**src/rtl/vga_pkg.sv**
```systemverilog
// Shared 640x480@60 VGA geometry and colour format, used by the timing
// generator and by the background/sprite renderers.
package vga_pkg;

    localparam int H_TOTAL      = 800;
    localparam int V_TOTAL      = 521;
    localparam int H_SYNC_PIX   = 96;
    localparam int V_SYNC_LINES = 2;

    localparam int H_VIS_START  = 144;
    localparam int H_VIS_END    = 783;
    localparam int V_VIS_START  = 31;
    localparam int V_VIS_END    = 510;

    localparam int RED_W        = 3;
    localparam int GREEN_W      = 3;
    localparam int BLUE_W       = 2;
    localparam int COLOR_W      = RED_W + GREEN_W + BLUE_W;
    localparam int CNT_W        = 10;

    typedef logic [CNT_W-1:0] count_t;

    // Pixel colour as delivered by the renderers: RRRGGGBB.
    typedef struct packed {
        logic [RED_W-1:0]   red;
        logic [GREEN_W-1:0] green;
        logic [BLUE_W-1:0]  blue;
    } rgb_t;

    function automatic logic is_visible(input count_t h, input count_t v);
        return (h >= count_t'(H_VIS_START)) && (h <= count_t'(H_VIS_END)) &&
               (v >= count_t'(V_VIS_START)) && (v <= count_t'(V_VIS_END));
    endfunction

endpackage

```
**src/rtl/pix_clk_div.sv**
```systemverilog
// Pixel-rate divider: a 0..PIX_DIV-1 count whose terminal value becomes a
// registered one-clk pix_tick strobe.
module pix_clk_div #(
    parameter int PIX_DIV = 4
) (
    input  logic clk,
    input  logic rst,
    output logic pix_tick
);

    localparam int               DIV_W    = (PIX_DIV > 1) ? $clog2(PIX_DIV) : 1;
    localparam logic [DIV_W-1:0] DIV_LAST = DIV_W'(PIX_DIV - 1);

    logic [DIV_W-1:0] div_cnt;
    logic             at_last;

    assign at_last = (div_cnt == DIV_LAST);

    // The strobe is registered so it stays low in the reset cycle even with
    // PIX_DIV=1, and the first tick lands exactly PIX_DIV cycles after reset.
    always_ff @(posedge clk) begin
        if (rst) begin
            div_cnt  <= '0;
            pix_tick <= 1'b0;
        end else begin
            pix_tick <= at_last;
            div_cnt  <= at_last ? '0 : div_cnt + 1'b1;
        end
    end

endmodule

```
**src/rtl/vga_timing_gen.sv**
```systemverilog
// VGA 640x480 timing generator: pixel/line counters, registered syncs and
// DAC drive, plus frame_start and a once-per-N-frames animation tick.
module vga_timing_gen
    import vga_pkg::*;
#(
    parameter int PIX_DIV         = 4,
    parameter int FRAMES_PER_TICK = 60
) (
    input  logic       clk,
    input  logic       rst,
    input  logic [7:0] color_in,
    output logic [9:0] h_count,
    output logic [9:0] v_count,
    output logic       hsync,
    output logic       vsync,
    output logic [2:0] red,
    output logic [2:0] green,
    output logic [1:0] blue,
    output logic       pix_tick,
    output logic       frame_start,
    output logic       tick_1s
);

    localparam count_t     H_LAST     = count_t'(H_TOTAL - 1);
    localparam count_t     V_LAST     = count_t'(V_TOTAL - 1);
    localparam count_t     H_SYNC_END = count_t'(H_SYNC_PIX);
    localparam count_t     V_SYNC_END = count_t'(V_SYNC_LINES);
    localparam logic [7:0] FRAME_LAST = 8'(FRAMES_PER_TICK - 1);

    logic       line_end;
    logic       frame_end;
    logic [7:0] frame_cnt;
    rgb_t       pixel;

    pix_clk_div #(
        .PIX_DIV (PIX_DIV)
    ) u_pix_clk_div (
        .clk      (clk),
        .rst      (rst),
        .pix_tick (pix_tick)
    );

    assign line_end  = (h_count == H_LAST);
    assign frame_end = line_end && (v_count == V_LAST);
    assign pixel     = rgb_t'(color_in);

    // Line and frame wrap in one step when both ends coincide.
    always_ff @(posedge clk) begin
        if (rst) begin
            h_count <= '0;
            v_count <= '0;
        end else if (pix_tick) begin
            if (line_end) begin
                h_count <= '0;
                v_count <= frame_end ? '0 : v_count + 1'b1;
            end else begin
                h_count <= h_count + 1'b1;
            end
        end
    end

    // Syncs and colour come from the same pre-increment counts, so they
    // trail h_count/v_count by exactly one pixel together.
    always_ff @(posedge clk) begin
        if (rst) begin
            hsync <= 1'b1;
            vsync <= 1'b1;
            red   <= '0;
            green <= '0;
            blue  <= '0;
        end else if (pix_tick) begin
            hsync <= (h_count >= H_SYNC_END);
            vsync <= (v_count >= V_SYNC_END);
            if (is_visible(h_count, v_count)) begin
                red   <= pixel.red;
                green <= pixel.green;
                blue  <= pixel.blue;
            end else begin
                red   <= '0;
                green <= '0;
                blue  <= '0;
            end
        end
    end

    always_ff @(posedge clk) begin
        if (rst) begin
            frame_cnt   <= '0;
            frame_start <= 1'b0;
            tick_1s     <= 1'b0;
        end else begin
            frame_start <= pix_tick && frame_end;
            tick_1s     <= pix_tick && frame_end && (frame_cnt == FRAME_LAST);
            if (pix_tick && frame_end) begin
                frame_cnt <= (frame_cnt == FRAME_LAST) ? '0 : frame_cnt + 1'b1;
            end
        end
    end

endmodule

```
**config.mk**
```make
export PLATFORM = sky130hd
export DESIGN_NAME = vga_timing_gen
export DESIGN_NICKNAME = d
export VERILOG_FILES = /design/src/rtl/vga_pkg.sv /design/src/rtl/pix_clk_div.sv /design/src/rtl/vga_timing_gen.sv
export SDC_FILE = /design/constraint.sdc
export NUM_CORES = 1
export LEC_CHECK = 0
export CAP_MARGIN = 5
export CELL_PAD_IN_SITES_DETAIL_PLACEMENT = 0
export CELL_PAD_IN_SITES_GLOBAL_PLACEMENT = 2
export CORE_ASPECT_RATIO = 0.9
export CORE_MARGIN = 3
export CORE_UTILIZATION = 40
export DETAILED_ROUTE_END_ITERATION = 10
export DONT_BUFFER_PORTS = 1
export PLACE_DENSITY_LB_ADDON = 0.3
export SYNTH_ARGS = -nofsm -noshare
export SYNTH_HDL_FRONTEND = slang
export SYNTH_SLANG_ARGS = --single-unit
```
**constraint.sdc**
```tcl
create_clock -name clk -period 5.15 [get_ports clk]
set_input_delay 1.03 -clock clk [delete_from_list [all_inputs] [get_ports clk]]
set_output_delay 1.03 -clock clk [all_outputs]
set_load 0.05 [all_outputs]
```
-- After elaboration in Yosys (flattened, before gate mapping)
Cells that the tools add are included.
- register bits after elaboration: 43
- input port bits: 10
- output and inout bits: 33
- logic and storage cells: 40
- add/subtract/negate cells: 4
- multiplexer cells: 6
- reductions and logical operators: 8
- equal/unequal tests: 4
- magnitude comparators: 6
- operators with widths (kind ; number):
    10-bit by 1-bit adder with 10-bit output (second input constant) ; 2
    10-bit == test (second input constant) ; 2
    10-bit 2-to-1 mux ; 2
    10-bit by 2-bit >= comparator with 1-bit output (second input constant) ; 1
    10-bit by 5-bit >= comparator with 1-bit output (second input constant) ; 1
    10-bit by 7-bit >= comparator with 1-bit output (second input constant) ; 1
    10-bit by 8-bit >= comparator with 1-bit output (second input constant) ; 1
    10-bit less-or-equal comparator (second input constant) ; 1
    10-bit by 9-bit less-or-equal comparator with 1-bit output (second input constant) ; 1
    8-bit by 1-bit adder with 8-bit output (second input constant) ; 1
    8-bit by 6-bit == test with 1-bit output (second input constant) ; 1
    8-bit 2-to-1 mux ; 1
    1-bit logical AND ; 6
    3-bit 2-to-1 mux ; 2
    2-bit by 1-bit adder with 2-bit output (second input constant) ; 1
    2-bit == test (second input constant) ; 1
    2-bit 2-to-1 mux ; 1
    2-bit AND reduction ; 1
    2-bit OR reduction ; 1

-- Depth between registers and ports, before layout
Gate-level depths: netlist of run 1.
- depth in word-level cells: 5
- gate-level depth with buffers: 8
- mapped depth without buffers: 6

-- Modules after synthesis
Synthesis of run 1 repeated with hierarchy kept, for this count alone.
- cell total of the unflattened synthesis: 233
- area, all modules: 2092.0 sq um
- by module, submodules not included (module ; times used ; seq. area each (sq um) ; cells each ; area each (sq um)):
    vga_timing_gen ; 1 ; 800.8 ; 226 ; 1988.2
    pix_clk_div ; 1 ; 60.1 ; 7 ; 103.8

-- Worst setup path after synthesis of run 1
Ideal clock, no wire load.
- kind: reg2reg
- from: register h_count[0]
- to: register frame_cnt[4]
- clock period less this slack: 2.234 ns
- path slack: 2.916 ns
- required time: 5.070 ns
- library setup time: 0.080 ns
- arrival time: 2.154 ns
- stages on the path, launching flop included: 8
- buffers on the path: 2
- path through: dfxtp_1 -> ha_1 -> and4_1 -> buf_4 -> nand2_1 -> clkbuf_1 -> or4_4 -> a211oi_2
- word-level cells in the longest chain between the ends: 3
- ends and longest elaborated chain (element ; line ; source):
    start, declared ; vga_timing_gen.sv:12 ; output logic [9:0] h_count,
    start signal, assigned ; vga_timing_gen.sv:57 ; h_count <= h_count + 1'b1;
    10-bit == test ; vga_timing_gen.sv:43 ; assign line_end = (h_count == H_LAST);
    1-bit logical AND ; vga_timing_gen.sv:44 ; assign frame_end = line_end && (v_count == V_LAST);
    1-bit logical AND ; vga_timing_gen.sv:94 ; if (pix_tick && frame_end) begin
    end signal, assigned ; vga_timing_gen.sv:95 ; frame_cnt <= (frame_cnt == FRAME_LAST) ? '0 : frame_cnt + 1'b1;
    end, declared ; vga_timing_gen.sv:32 ; logic [7:0] frame_cnt;
No other way between the ends.
A chain may end at the register's enable or synchronous reset.

-- Worst setup path in the final report of run 1
- from: register h_count[0]
- to: register v_count[8]
- word-level cells in the longest chain between the ends: 3
- elaborated cells between the ends (all ways): 4
- classes of those cells: 1 x eq/ne; 1 x mux; 2 x reduce/logical
- ends and longest elaborated chain (element ; line ; source):
    10-bit == test (*) ; vga_timing_gen.sv:43 ;
    1-bit logical AND ; vga_timing_gen.sv:44 ;
    10-bit 2-to-1 mux ; vga_timing_gen.sv:55 ; v_count <= frame_end ? '0 : v_count + 1'b1;
    end signal, assigned ; vga_timing_gen.sv:55 ;
    end, declared ; vga_timing_gen.sv:13 ; output logic [9:0] v_count,
Every way passes the cells marked *; elsewhere a longest branch is shown, timed or not.

==> metrics.txt, run 1 <==
# TYPE chip_impl_metric gauge
chip_impl_metric{name="postSynthRegisterBits",unit=""} 43
chip_impl_metric{name="clock_latency_on_the_worst_skew_pair",unit="ps"} 290
chip_impl_metric{name="post_synth.cell_area_avg",unit="um^2"} 9.15
chip_impl_metric{name="async_flop_share",unit="%"} 0
chip_impl_info{name="status",value="finished clean"} 1
chip_impl_metric{name="number_of_enable_flip_flop_cells_after_synthesis",unit=""} 0
chip_impl_info{name="cp_cell_sequence",value="ha_1 > and4_1 > nand4_1 > or4_1 > a21oi_1"} 1
chip_impl_metric{name="synth_top_cell_area_share",unit="%"} 42.6
chip_impl_metric{name="post_route_cells_drive_above_1_share",unit="%"} 7.87
chip_impl_info{name="path_delay_family",value="simple AND/OR/NAND/NOR gates"} 1
chip_impl_info{name="synth_top_cells_by_area",value="sky130_fd_sc_hd__dfxtp_1, sky130_fd_sc_hd__ha_1, sky130_fd_sc_hd__a22o_1"} 1
chip_impl_metric{name="min_setup_slack_post_route",unit="ps"} 2210
chip_impl_metric{name="worst_r2r_path_depth",unit=""} 5
chip_impl_metric{name="row_count",unit=""} 23
chip_impl_metric{name="synthCells",unit=""} 221
chip_impl_info{name="slowest_stage",value="sky130_fd_sc_hd__dfxtp_1"} 1
chip_impl_metric{name="antenna_cells_inserted",unit=""} 0
chip_impl_metric{name="finalCritPeriodShare",unit="%"} 57.1
chip_impl_metric{name="period_minus_slack",unit="ps"} 2940
chip_impl_metric{name="cp.depth",unit=""} 5
chip_impl_metric{name="timing.critical_path.arrival",unit="ps"} 3160
chip_impl_info{name="clock_tree.root_cell",value="sky130_fd_sc_hd__clkbuf_8"} 1
chip_impl_metric{name="buffers_inserted_during_post_cts_setup_optimization",unit=""} 0
chip_impl_metric{name="timing.max_cap.violations",unit=""} 0
chip_impl_metric{name="gr-total-overflow",unit=""} 0
chip_impl_metric{name="synth_sequential_area_ratio",unit="%"} 42.6
chip_impl_metric{name="post-dp-hpwl",unit="um"} 3120
chip_impl_metric{name="seq_area",unit="um^2"} 861
chip_impl_metric{name="max_slew_margin",unit="%"} 45.7
chip_impl_metric{name="dp_slack",unit="ps"} 2230
chip_impl_metric{name="holdBufCountCts",unit=""} 0
chip_impl_metric{name="cp_num_buf_inv",unit=""} 0
chip_impl_metric{name="route.detailed.drc",unit=""} 0
chip_impl_metric{name="hold_violations",unit=""} 0
chip_impl_metric{name="max_stage_delay_on_crit_path",unit="ps"} 730
chip_impl_metric{name="cts-root-to-sink-buffers",unit=""} 2
chip_impl_metric{name="gp_congestion",unit=""} 0.812
chip_impl_metric{name="worstPathMaxFanout",unit=""} 21
chip_impl_metric{name="cts.htree.levels",unit=""} 2
chip_impl_metric{name="cellLeakagePower",unit="uW"} 0.000674
chip_impl_info{name="timing.critical_path.to_type",value="register"} 1
chip_impl_metric{name="timing.setup.tns",unit="ps"} 0
chip_impl_info{name="cts_tree",value="yes"} 1
chip_impl_metric{name="mappedNetlistNets",unit=""} 238
chip_impl_metric{name="power_per_cell_area",unit="nW/um^2"} 274
chip_impl_metric{name="grt_first_pass_wirelength",unit="um"} 7080
chip_impl_metric{name="min_delay_path_depth",unit=""} 1
chip_impl_metric{name="cts.sink_count",unit=""} 43
chip_impl_metric{name="clock.fmax",unit="GHz"} 0.340
chip_impl_metric{name="drtPass1Iterations",unit=""} 4
chip_impl_metric{name="maximum_number_of_pins_on_one_net_before_global_route_repair",unit=""} 23
chip_impl_metric{name="routed_wire_length_per_instance",unit="um"} 15.4
chip_impl_metric{name="timing.final.setup_violations",unit=""} 0
chip_impl_metric{name="cts.reportedPaths.clkPinSlew",unit="ps"} 80
chip_impl_metric{name="post_synth_instance_area",unit="um^2"} 2020
chip_impl_info{name="timing.critical_path.from_type",value="register"} 1
chip_impl_metric{name="die_footprint",unit="um^2"} 5950
chip_impl_metric{name="dr.first_iter.drc_count",unit=""} 67
chip_impl_metric{name="number_of_antenna_violations_at_the_first_check_in_global_routing",unit=""} 0
chip_impl_metric{name="numPortBuffers",unit=""} 0
chip_impl_metric{name="post_cts_resized",unit=""} 0
chip_impl_metric{name="ios",unit=""} 43
chip_impl_metric{name="ant_nets",unit=""} 0
chip_impl_metric{name="track_usage",unit="%"} 15.3
chip_impl_metric{name="tightest_slew",unit="ps"} 814
chip_impl_info{name="timing.setup.critical_path_class",value="reg -> reg"} 1
chip_impl_info{name="grt_setup_unrepaired",value="no"} 1
chip_impl_info{name="hp-class",value="reg -> reg"} 1
chip_impl_metric{name="first_global_vias",unit=""} 1469
chip_impl_metric{name="area.growth.synth_to_final",unit="%"} 5.51
chip_impl_metric{name="yosys.cell_types.count",unit=""} 42
chip_impl_metric{name="die_y",unit="um"} 73.5
chip_impl_info{name="ys_dominant_reg_cell",value="sky130_fd_sc_hd__dfxtp_1"} 1
chip_impl_metric{name="core_ar",unit="um^2"} 4660
chip_impl_metric{name="numCtsBuffers",unit=""} 5
chip_impl_metric{name="post_layout_net_count",unit=""} 232
chip_impl_metric{name="fin_worst_hold_slack",unit="ps"} 432
chip_impl_metric{name="worst_clock_skew",unit="ps"} 5.95
chip_impl_metric{name="synth_warnings",unit=""} 0
chip_impl_metric{name="multi_input_comb_area",unit="um^2"} 1060
chip_impl_metric{name="layout.filler_cells",unit=""} 464
chip_impl_metric{name="worstPathRequired",unit="ps"} 5370
chip_impl_info{name="synthDominantAreaCellType",value="sky130_fd_sc_hd__dfxtp_1"} 1
chip_impl_metric{name="ir_drop",unit="V"} 0.000131
chip_impl_metric{name="drv_slew",unit=""} 0
chip_impl_metric{name="detail_route.wirelength",unit="um"} 4290
chip_impl_metric{name="start_util",unit="%"} 43.4
chip_impl_metric{name="vias",unit=""} 1597
chip_impl_metric{name="vias_per_cell",unit=""} 5.74
chip_impl_metric{name="die_x",unit="um"} 80.9
[placed cells by master (no fill, tap or decap), types with 2 or more instances in the layout]
cell,Yosys,routed
sky130_fd_sc_hd__xor2_1,4,4
sky130_fd_sc_hd__nand3_1,9,9
sky130_fd_sc_hd__a211oi_2,3,3
sky130_fd_sc_hd__o21ai_0,6,6
sky130_fd_sc_hd__a211o_1,2,2
sky130_fd_sc_hd__ha_1,7,7
sky130_fd_sc_hd__a211oi_1,3,3
sky130_fd_sc_hd__nor3_1,7,7
sky130_fd_sc_hd__o31ai_1,9,9
sky130_fd_sc_hd__dfxtp_1,43,43
sky130_fd_sc_hd__and4_1,6,6
sky130_fd_sc_hd__nand2_1,15,15
sky130_fd_sc_hd__inv_1,9,9
sky130_fd_sc_hd__or3_1,7,7
sky130_fd_sc_hd__clkbuf_8,0,7
sky130_fd_sc_hd__xnor2_1,6,6
sky130_fd_sc_hd__or4_1,8,8
sky130_fd_sc_hd__nor2_1,15,15
sky130_fd_sc_hd__and3_1,4,4
sky130_fd_sc_hd__nand4_1,7,7
sky130_fd_sc_hd__nor4_1,3,3
sky130_fd_sc_hd__a21oi_1,12,12
sky130_fd_sc_hd__a22o_1,8,8
[synth_stat cells, types with 2 or more instances]
library cell               count
sky130_fd_sc_hd__nor3_1        7
sky130_fd_sc_hd__a22o_1        8
sky130_fd_sc_hd__a211oi_2      3
sky130_fd_sc_hd__xor2_1        4
sky130_fd_sc_hd__buf_2         5
sky130_fd_sc_hd__and3_1        4
sky130_fd_sc_hd__dfxtp_1      43
sky130_fd_sc_hd__inv_1         9
sky130_fd_sc_hd__a211oi_1      3
sky130_fd_sc_hd__nand4_1       7
sky130_fd_sc_hd__o21ai_0       6
sky130_fd_sc_hd__nand2_1      15
sky130_fd_sc_hd__a211o_1       2
sky130_fd_sc_hd__nand3_1       9
sky130_fd_sc_hd__or4_1         8
sky130_fd_sc_hd__a21oi_1      12
sky130_fd_sc_hd__ha_1          7
sky130_fd_sc_hd__and4_1        6
sky130_fd_sc_hd__o31ai_1       9
sky130_fd_sc_hd__clkbuf_1      5
sky130_fd_sc_hd__nor4_1        3
sky130_fd_sc_hd__or3_1         7
sky130_fd_sc_hd__xnor2_1       6
sky130_fd_sc_hd__nor2_1       15
[sequential cells by signal, indices dropped and copies added, names as in the netlist]
register / flops
h_count: 10
v_count: 10
frame_cnt: 8
green: 3
red: 3
blue: 2
u_pix_clk_div.div_cnt: 2
frame_start: 1
hsync: 1
tick_1s: 1
u_pix_clk_div.pix_tick: 1
vsync: 1
[metal layers]
| metal | vias up | GRT usage, % | share of wire, % | wire length, um |
|---|---|---|---|---|
| met5 | - | 0 | 0 | 0 |
| met3 | 6 | 6.25 | 6.6 | 283 |
| met1 | 752 | 19.9 | 48 | 2040 |
| met4 | 0 | 5.44 | 1.0 | 44 |
| met2 | 33 | 23.0 | 45 | 1920 |
| li1 | 806 | - | - | - |
[cell type report]
cell class	count	share of cell area [%]
multi-input combinational	156	49.7
sequential	43	40.4
clock buffer	8	4.69
tap	62	3.64
inverter	9	1.58
[cell families after synthesis]
group	share of synthesized area, %
compound gates	17.3
xor+xnor	4.33
fa+ha+maj	4.33
buf+inv	4.95
flops	42.6
mux	0.495
simple gates	26.1
[power breakdown]
group / leakage (uW) / internal (uW) / switching (uW)
Clock: 0.0000515 / 122 / 111
Combinational: 0.000276 / 4.11 / 5.14
Sequential: 0.000347 / 335 / 7.16
[metrics by stage]
| stage | cells | util [%] | instance area, um^2 | power (uW) |
|---|---|---|---|---|
| 6_report | 278 | 45.8 | 2130 | 585 |
| 3_3_place_gp | 270 | 43.6 | 2030 | 359 |
| 3_5_place_dp | 270 | 43.6 | 2030 | 360 |
| 5_1_grt | 278 | 45.8 | 2130 | 611 |
| 4_1_cts | 278 | 45.8 | 2130 | 591 |
| 2_1_floorplan | 221 | - | 2020 | 359 |
[path summary, 6_finish.rpt]
kind | startpoint | to | slack (ps)
max | h_count[0]$_SDFFE_PP0P_ | v_count[8]$_SDFFE_PP0P_ | 2210
min | u_pix_clk_div.div_cnt[0]$_SDFF_PP0_ | u_pix_clk_div.div_cnt[0]$_SDFF_PP0_ | 430
max reg2reg | h_count[0]$_SDFFE_PP0P_ | v_count[8]$_SDFFE_PP0P_ | 2210
min reg2reg | u_pix_clk_div.div_cnt[0]$_SDFF_PP0_ | u_pix_clk_div.div_cnt[0]$_SDFF_PP0_ | 430
No activity file was read; power rests on OpenSTA's default activity.
==> run 2: changes to the inputs <==
Settings changed: CORE_UTILIZATION 40 to 34.
Clock period 5.15 ns to 2.57 ns, I/O delays scaled along.
==> run 2 against run 1 <==
Against the previous run:
- global-route usage decreased by 0.87 points
- routed wire length increased by 12%
- cell count increased by 10%
- register-to-register slack got worse by 1800 ps
- power increased by 110%
- critical path type unchanged
- largest cell class unchanged
- largest power group unchanged
==> metrics.txt, run 2 (same netlist as run 1, synthesis figures left out) <==
# TYPE chip_impl_metric gauge
chip_impl_info{name="timing.critical_path.from_type",value="register"} 1
chip_impl_metric{name="cp.depth",unit=""} 4
chip_impl_metric{name="timing.max_cap.violations",unit=""} 0
chip_impl_metric{name="routed_wire_length_per_instance",unit="um"} 15.6
chip_impl_metric{name="dr.first_iter.drc_count",unit=""} 54
chip_impl_metric{name="cts-root-to-sink-buffers",unit=""} 2
chip_impl_metric{name="numCtsBuffers",unit=""} 5
chip_impl_metric{name="worst_clock_skew",unit="ps"} 3.73
chip_impl_info{name="hp-class",value="in -> reg"} 1
chip_impl_metric{name="worstPathRequired",unit="ps"} 2780
chip_impl_metric{name="max_slew_margin",unit="%"} 56.0
chip_impl_info{name="cts_tree",value="yes"} 1
chip_impl_metric{name="timing.critical_path.arrival",unit="ps"} 2330
chip_impl_metric{name="drtPass1Iterations",unit=""} 4
chip_impl_info{name="clock_tree.root_cell",value="sky130_fd_sc_hd__clkbuf_8"} 1
chip_impl_metric{name="buffers_inserted_during_post_cts_setup_optimization",unit=""} 0
chip_impl_metric{name="detail_route.wirelength",unit="um"} 4800
chip_impl_metric{name="cts.sink_count",unit=""} 43
chip_impl_metric{name="track_usage",unit="%"} 14.5
chip_impl_metric{name="die_footprint",unit="um^2"} 6910
chip_impl_metric{name="layout.filler_cells",unit=""} 585
chip_impl_info{name="grt_setup_unrepaired",value="no"} 1
chip_impl_metric{name="die_x",unit="um"} 87.3
chip_impl_metric{name="period_minus_slack",unit="ps"} 2120
chip_impl_metric{name="power_per_cell_area",unit="nW/um^2"} 534
chip_impl_metric{name="first_global_vias",unit=""} 1625
chip_impl_metric{name="route.detailed.drc",unit=""} 0
chip_impl_metric{name="cts.htree.levels",unit=""} 2
chip_impl_metric{name="post-place-cells",unit=""} 299
chip_impl_metric{name="number_of_antenna_violations_at_the_first_check_in_global_routing",unit=""} 0
chip_impl_metric{name="vias_per_cell",unit=""} 5.43
chip_impl_metric{name="vias",unit=""} 1666
chip_impl_metric{name="ant_nets",unit=""} 0
chip_impl_metric{name="maximum_number_of_pins_on_one_net_before_global_route_repair",unit=""} 23
chip_impl_metric{name="timing.setup.tns",unit="ps"} 0
chip_impl_metric{name="cts.reportedPaths.clkPinSlew",unit="ps"} 80
chip_impl_metric{name="post-dp-hpwl",unit="um"} 3440
chip_impl_info{name="reg.largest.list",value="h_count: 10 flops, v_count: 10 flops, frame_cnt: 8 flops"} 1
chip_impl_metric{name="gp_congestion",unit=""} 0.745
chip_impl_info{name="status",value="finished clean"} 1
chip_impl_metric{name="post_route_cells_drive_above_1_share",unit="%"} 16.5
chip_impl_metric{name="finalCritPeriodShare",unit="%"} 82.7
chip_impl_info{name="timing.critical_path.to_type",value="register"} 1
chip_impl_metric{name="ir_drop",unit="V"} 0.000309
chip_impl_metric{name="drv_slew",unit=""} 0
chip_impl_metric{name="worst_r2r_path_depth",unit=""} 4
chip_impl_info{name="layout_common_cells",value="sky130_fd_sc_hd__dfxtp_1, sky130_fd_sc_hd__buf_4, sky130_fd_sc_hd__nor2_1, sky130_fd_sc_hd__nand2_1, sky130_fd_sc_hd__a21oi_1"} 1
chip_impl_metric{name="fin_area",unit="um^2"} 2310
chip_impl_metric{name="holdBufCountCts",unit=""} 0
chip_impl_metric{name="die_y",unit="um"} 79.2
chip_impl_info{name="path_delay_family",value="simple AND/OR/NAND/NOR gates"} 1
chip_impl_metric{name="start_util",unit="%"} 35.3
chip_impl_metric{name="area.growth.synth_to_final",unit="%"} 14.4
chip_impl_info{name="timing.setup.critical_path_class",value="reg -> reg"} 1
chip_impl_metric{name="tightest_slew",unit="ps"} 659
chip_impl_metric{name="max_stage_delay_on_crit_path",unit="ps"} 590
chip_impl_metric{name="post_layout_net_count",unit=""} 253
chip_impl_metric{name="cp_num_buf_inv",unit=""} 0
chip_impl_metric{name="clock_latency_on_the_worst_skew_pair",unit="ps"} 290
chip_impl_metric{name="numPortBuffers",unit=""} 0
chip_impl_metric{name="row_count",unit=""} 26
chip_impl_metric{name="worstPathMaxFanout",unit=""} 12
chip_impl_metric{name="core_ar",unit="um^2"} 5730
chip_impl_info{name="cp_cell_sequence",value="nor4_4 > nand4_2 > or4_1 > a211oi_1"} 1
chip_impl_info{name="slowest_stage",value="sky130_fd_sc_hd__or4_1"} 1
chip_impl_metric{name="clock.fmax",unit="GHz"} 0.471
chip_impl_metric{name="gr-total-overflow",unit=""} 0
chip_impl_metric{name="postPlaceCellArea",unit="um^2"} 2200
chip_impl_metric{name="post_cts_resized",unit=""} 0
chip_impl_metric{name="timing.final.setup_violations",unit=""} 0
chip_impl_metric{name="postLayoutCoreUtil",unit="%"} 40.4
chip_impl_metric{name="r2r_slack",unit="ps"} 450
chip_impl_metric{name="grt_first_pass_wirelength",unit="um"} 7850
chip_impl_metric{name="cellLeakagePower",unit="uW"} 0.000794
chip_impl_metric{name="ios",unit=""} 43
chip_impl_info{name="mostFrequentLayoutCell",value="sky130_fd_sc_hd__dfxtp_1"} 1
chip_impl_metric{name="layout.cells.non_filler",unit=""} 307
chip_impl_metric{name="hold_violations",unit=""} 0
chip_impl_metric{name="fin_total_pwr",unit="uW"} 1240
chip_impl_metric{name="antenna_cells_inserted",unit=""} 0
chip_impl_metric{name="min_delay_path_depth",unit=""} 1
-- run 2: worst paths after layout --
kind,to,startpoint
worst min-delay path,frame_cnt[5]$_SDFFE_PP0P_,rst
worst max-delay path,frame_cnt[3]$_SDFFE_PP0P_,v_count[8]$_SDFFE_PP0P_
worst min register to register,u_pix_clk_div.div_cnt[0]$_SDFF_PP0_,u_pix_clk_div.div_cnt[0]$_SDFF_PP0_
worst max register to register,frame_cnt[3]$_SDFFE_PP0P_,v_count[8]$_SDFFE_PP0P_
-- run 2: worst register-to-register path: cells and delay by family (launching register included) --
kind	cells	cell delay, ps
flip-flops	1	530
AND/OR/NAND/NOR	3	1260
AO/OA/AOI/OAI	1	250
-- run 2: power by group --
group | internal [uW] | switching (uW) | leakage [uW]
Sequential | 672 | 8.46 | 0.000347
Clock | 289 | 238 | 0.0000581
Combinational | 9.77 | 18.0 | 0.000389
-- run 2: layout make-up --
type                            count  area [um^2]  area share, %
Tap cell                           70         87.6           3.79
Timing Repair Buffer               21          158           6.81
Multi-Input combinational cell    156         1060           45.9
Clock buffer                        5         68.8           2.97
Inverter                            9         33.8           1.46
Sequential cell                    43          861           37.2
Clock inverter                      3         43.8           1.89
-- run 2: layer usage --
| metal | wire (um) | global-route usage [%] |
|---|---|---|
| met5 | 0 | 0 |
| met3 | 317 | 5.50 |
| met2 | 2070 | 20.5 |
| met4 | 49 | 4.91 |
| met1 | 2370 | 20.0 |
-- run 2: through the flow --
stage                     hold WS [ps]  worst slack (ps)
after global routing               260               263
final                              286               446
after CTS                          265               455
after floorplan                    408               336
after detailed placement           450               491
after global placement             417               540
==> run 3: changes to the inputs <==
Settings changed: CORE_UTILIZATION 34 to 37.
Clock period 2.57 ns to 2 ns, I/O delays scaled along.
==> run 3 against run 2 <==
Against the previous run:
- register-to-register slack got worse by 290 ps
- clock power increased by 32%
- largest cell class unchanged
- critical path depth increased by 2
- highest routed layer unchanged
- die area decreased by 7.5%
- critical endpoint is now v_count[6]$_SDFFE_PP0P_
- combinational power increased by 29%
- core utilization increased by 7.0 points
- cell area increased by 3.4%
==> metrics.txt, run 3 (same netlist as run 1, synthesis figures left out) <==
# TYPE chip_impl_metric gauge
chip_impl_metric{name="post-place-cells",unit=""} 300
chip_impl_metric{name="numPortBuffers",unit=""} 0
chip_impl_metric{name="die_x",unit="um"} 83.9
chip_impl_metric{name="antenna_cells_inserted",unit=""} 0
chip_impl_metric{name="worst_clock_skew",unit="ps"} 10.0
chip_impl_metric{name="hold_violations",unit=""} 0
chip_impl_metric{name="worstPathMaxFanout",unit=""} 20
chip_impl_metric{name="dr.first_iter.drc_count",unit=""} 89
chip_impl_metric{name="gp_congestion",unit=""} 0.773
chip_impl_metric{name="timing.final.setup_violations",unit=""} 0
chip_impl_metric{name="track_usage",unit="%"} 16.3
chip_impl_info{name="clock_tree.root_cell",value="sky130_fd_sc_hd__clkbuf_8"} 1
chip_impl_metric{name="drtPass1Iterations",unit=""} 4
chip_impl_metric{name="row_count",unit=""} 24
chip_impl_metric{name="numCtsBuffers",unit=""} 5
chip_impl_metric{name="vias_per_cell",unit=""} 5.60
chip_impl_info{name="status",value="finished clean"} 1
chip_impl_metric{name="timing.max_cap.violations",unit=""} 0
chip_impl_metric{name="min_setup_slack_post_route",unit="ps"} 153
chip_impl_metric{name="timing.critical_path.arrival",unit="ps"} 2070
chip_impl_metric{name="layout.cells.non_filler",unit=""} 308
chip_impl_info{name="timing.critical_path.from_type",value="register"} 1
chip_impl_metric{name="core_ar",unit="um^2"} 5040
chip_impl_metric{name="clock_latency_on_the_worst_skew_pair",unit="ps"} 300
chip_impl_metric{name="worstPathRequired",unit="ps"} 2230
chip_impl_metric{name="seq_area",unit="um^2"} 881
chip_impl_metric{name="cts.reportedPaths.clkPinSlew",unit="ps"} 90
chip_impl_metric{name="vias",unit=""} 1726
chip_impl_info{name="timing.critical_path.to_type",value="register"} 1
chip_impl_metric{name="finalCritPeriodShare",unit="%"} 92.3
chip_impl_metric{name="maximum_number_of_pins_on_one_net_before_global_route_repair",unit=""} 23
chip_impl_metric{name="buffers_inserted_during_post_cts_setup_optimization",unit=""} 0
chip_impl_info{name="cts_tree",value="yes"} 1
chip_impl_metric{name="p_sw",unit="uW"} 349
chip_impl_metric{name="pwr-share-comb",unit="%"} 2.2
chip_impl_metric{name="post_route_cells_drive_above_1_share",unit="%"} 24.7
chip_impl_metric{name="ant_nets",unit=""} 0
chip_impl_metric{name="cts.sink_count",unit=""} 43
chip_impl_metric{name="die_y",unit="um"} 76.1
chip_impl_metric{name="number_of_antenna_violations_at_the_first_check_in_global_routing",unit=""} 0
chip_impl_metric{name="cts.htree.levels",unit=""} 2
chip_impl_metric{name="max_slew_margin",unit="%"} 64.2
chip_impl_metric{name="intPower",unit="uW"} 1250
chip_impl_metric{name="power.switching_fraction",unit="%"} 21.8
chip_impl_metric{name="ir_drop",unit="V"} 0.000357
chip_impl_metric{name="layout.filler_cells",unit=""} 498
chip_impl_metric{name="dp_slack",unit="ps"} 125
chip_impl_info{name="hp-class",value="in -> reg"} 1
chip_impl_metric{name="drv_slew",unit=""} 0
chip_impl_info{name="worst_setup_path_startpoint",value="h_count[0]$_SDFFE_PP0P_"} 1
chip_impl_metric{name="fin_worst_hold_slack",unit="ps"} 155
chip_impl_metric{name="start_util",unit="%"} 40.1
chip_impl_metric{name="multi_input_comb_area",unit="um^2"} 1060
chip_impl_metric{name="post-dp-hpwl",unit="um"} 3740
chip_impl_metric{name="tightest_slew",unit="ps"} 537
chip_impl_metric{name="die_footprint",unit="um^2"} 6390
chip_impl_info{name="timing.setup.critical_path_class",value="reg -> reg"} 1
chip_impl_info{name="mostFrequentLayoutCell",value="sky130_fd_sc_hd__dfxtp_1"} 1
chip_impl_metric{name="ios",unit=""} 43
chip_impl_metric{name="route.detailed.drc",unit=""} 0
chip_impl_info{name="hp-start",value="rst"} 1
chip_impl_metric{name="clock_network_power_share",unit="%"} 43.3
chip_impl_info{name="reg.largest.list",value="h_count: 10 flops, v_count: 10 flops, frame_cnt: 8 flops"} 1
chip_impl_metric{name="clock.fmax",unit="GHz"} 0.542
chip_impl_metric{name="period_minus_slack",unit="ps"} 1850
chip_impl_info{name="grt_setup_unrepaired",value="no"} 1
chip_impl_metric{name="power_per_cell_area",unit="nW/um^2"} 671
chip_impl_metric{name="area.growth.synth_to_final",unit="%"} 18.3
chip_impl_metric{name="routed_wire_length_per_instance",unit="um"} 15.9
chip_impl_info{name="critical_path.reg2reg.startpoint",value="h_count[0]$_SDFFE_PP0P_"} 1
chip_impl_metric{name="grt_first_pass_wirelength",unit="um"} 8570
chip_impl_metric{name="cellLeakagePower",unit="uW"} 0.000838
chip_impl_metric{name="seq_power_share",unit="%"} 54.5
chip_impl_metric{name="post_layout_net_count",unit=""} 259
chip_impl_metric{name="gr-total-overflow",unit=""} 0
chip_impl_metric{name="cts-root-to-sink-buffers",unit=""} 2
chip_impl_metric{name="detail_route.wirelength",unit="um"} 4910
chip_impl_metric{name="first_global_vias",unit=""} 1759
chip_impl_metric{name="postLayoutCoreUtil",unit="%"} 47.4
chip_impl_info{name="layout_common_cells",value="sky130_fd_sc_hd__dfxtp_1, sky130_fd_sc_hd__buf_4, sky130_fd_sc_hd__nor2_1"} 1
==> run 3: area by class of cell <==
type	count	share of cell area, %
clock buffer	5	2.88
clock inverter	3	1.99
inverter	9	1.41
multi-input combinational	156	44.5
sequential	43	36.8
tap	65	3.40
timing repair buffer	27	9.00
==> run 3: through the flow <==
| stage | cell area [um^2] | power [uW] | TNS, ps |
|---|---|---|---|
| floorplan | 2040 | 925 | -16.4 |
| global placement | 2270 | 927 | 0 |
| detailed placement | 2270 | 931 | 0 |
| CTS | 2390 | 1620 | 0 |
| global route | 2390 | 1670 | 0 |
| finish | 2390 | 1600 | 0 |
==> run 3: per-layer routing <==
metal  GRT usage (%)  routed length, um
met1            21.2               2230
met5               0                  0
met4            3.70                 15
met2            26.1               2360
met3            5.51                305
==> run 3: repair_timing <==
| item | CTS | global route |
|---|---|---|
| gates resized for setup | 0 | 1 |
| hold buffers | 0 | 0 |
| endpoints found under the hold margin | 0 | 0 |
| setup endpoints to repair | 0 | 2 |
==> run 3: power by group through the flow <==
| stage | Clock (uW) | Sequential (uW) | Combinational (uW) |
|---|---|---|---|
| after global placement | 0 | 893 | 33.5 |
| after CTS | 713 | 874 | 36.7 |
| after global routing | 759 | 874 | 41.3 |
| after floorplan | 0 | 899 | 26.3 |
| final | 694 | 874 | 35.8 |
| after detailed placement | 0 | 894 | 36.6 |
==> run 3: path summary, 6_finish.rpt <==
check | end | cells after the start | slack (ps)
setup / recovery | v_count[6]$_SDFFE_PP0P_ | 6 | 150
hold / removal | u_pix_clk_div.pix_tick$_SDFF_PP0_ | 1 | 150
setup reg to reg | v_count[6]$_SDFFE_PP0P_ | 6 | 150
hold reg to reg | u_pix_clk_div.div_cnt[0]$_SDFF_PP0_ | 1 | 430
==> run 3: critical path, stage by stage, from the launching register on <==
cell and delay, ps:
sky130_fd_sc_hd__dfxtp_4 350, sky130_fd_sc_hd__ha_1 160, sky130_fd_sc_hd__and4_1 230, sky130_fd_sc_hd__nand4_1 180
sky130_fd_sc_hd__buf_12 210, sky130_fd_sc_hd__or4_1 490, sky130_fd_sc_hd__a21oi_1 160
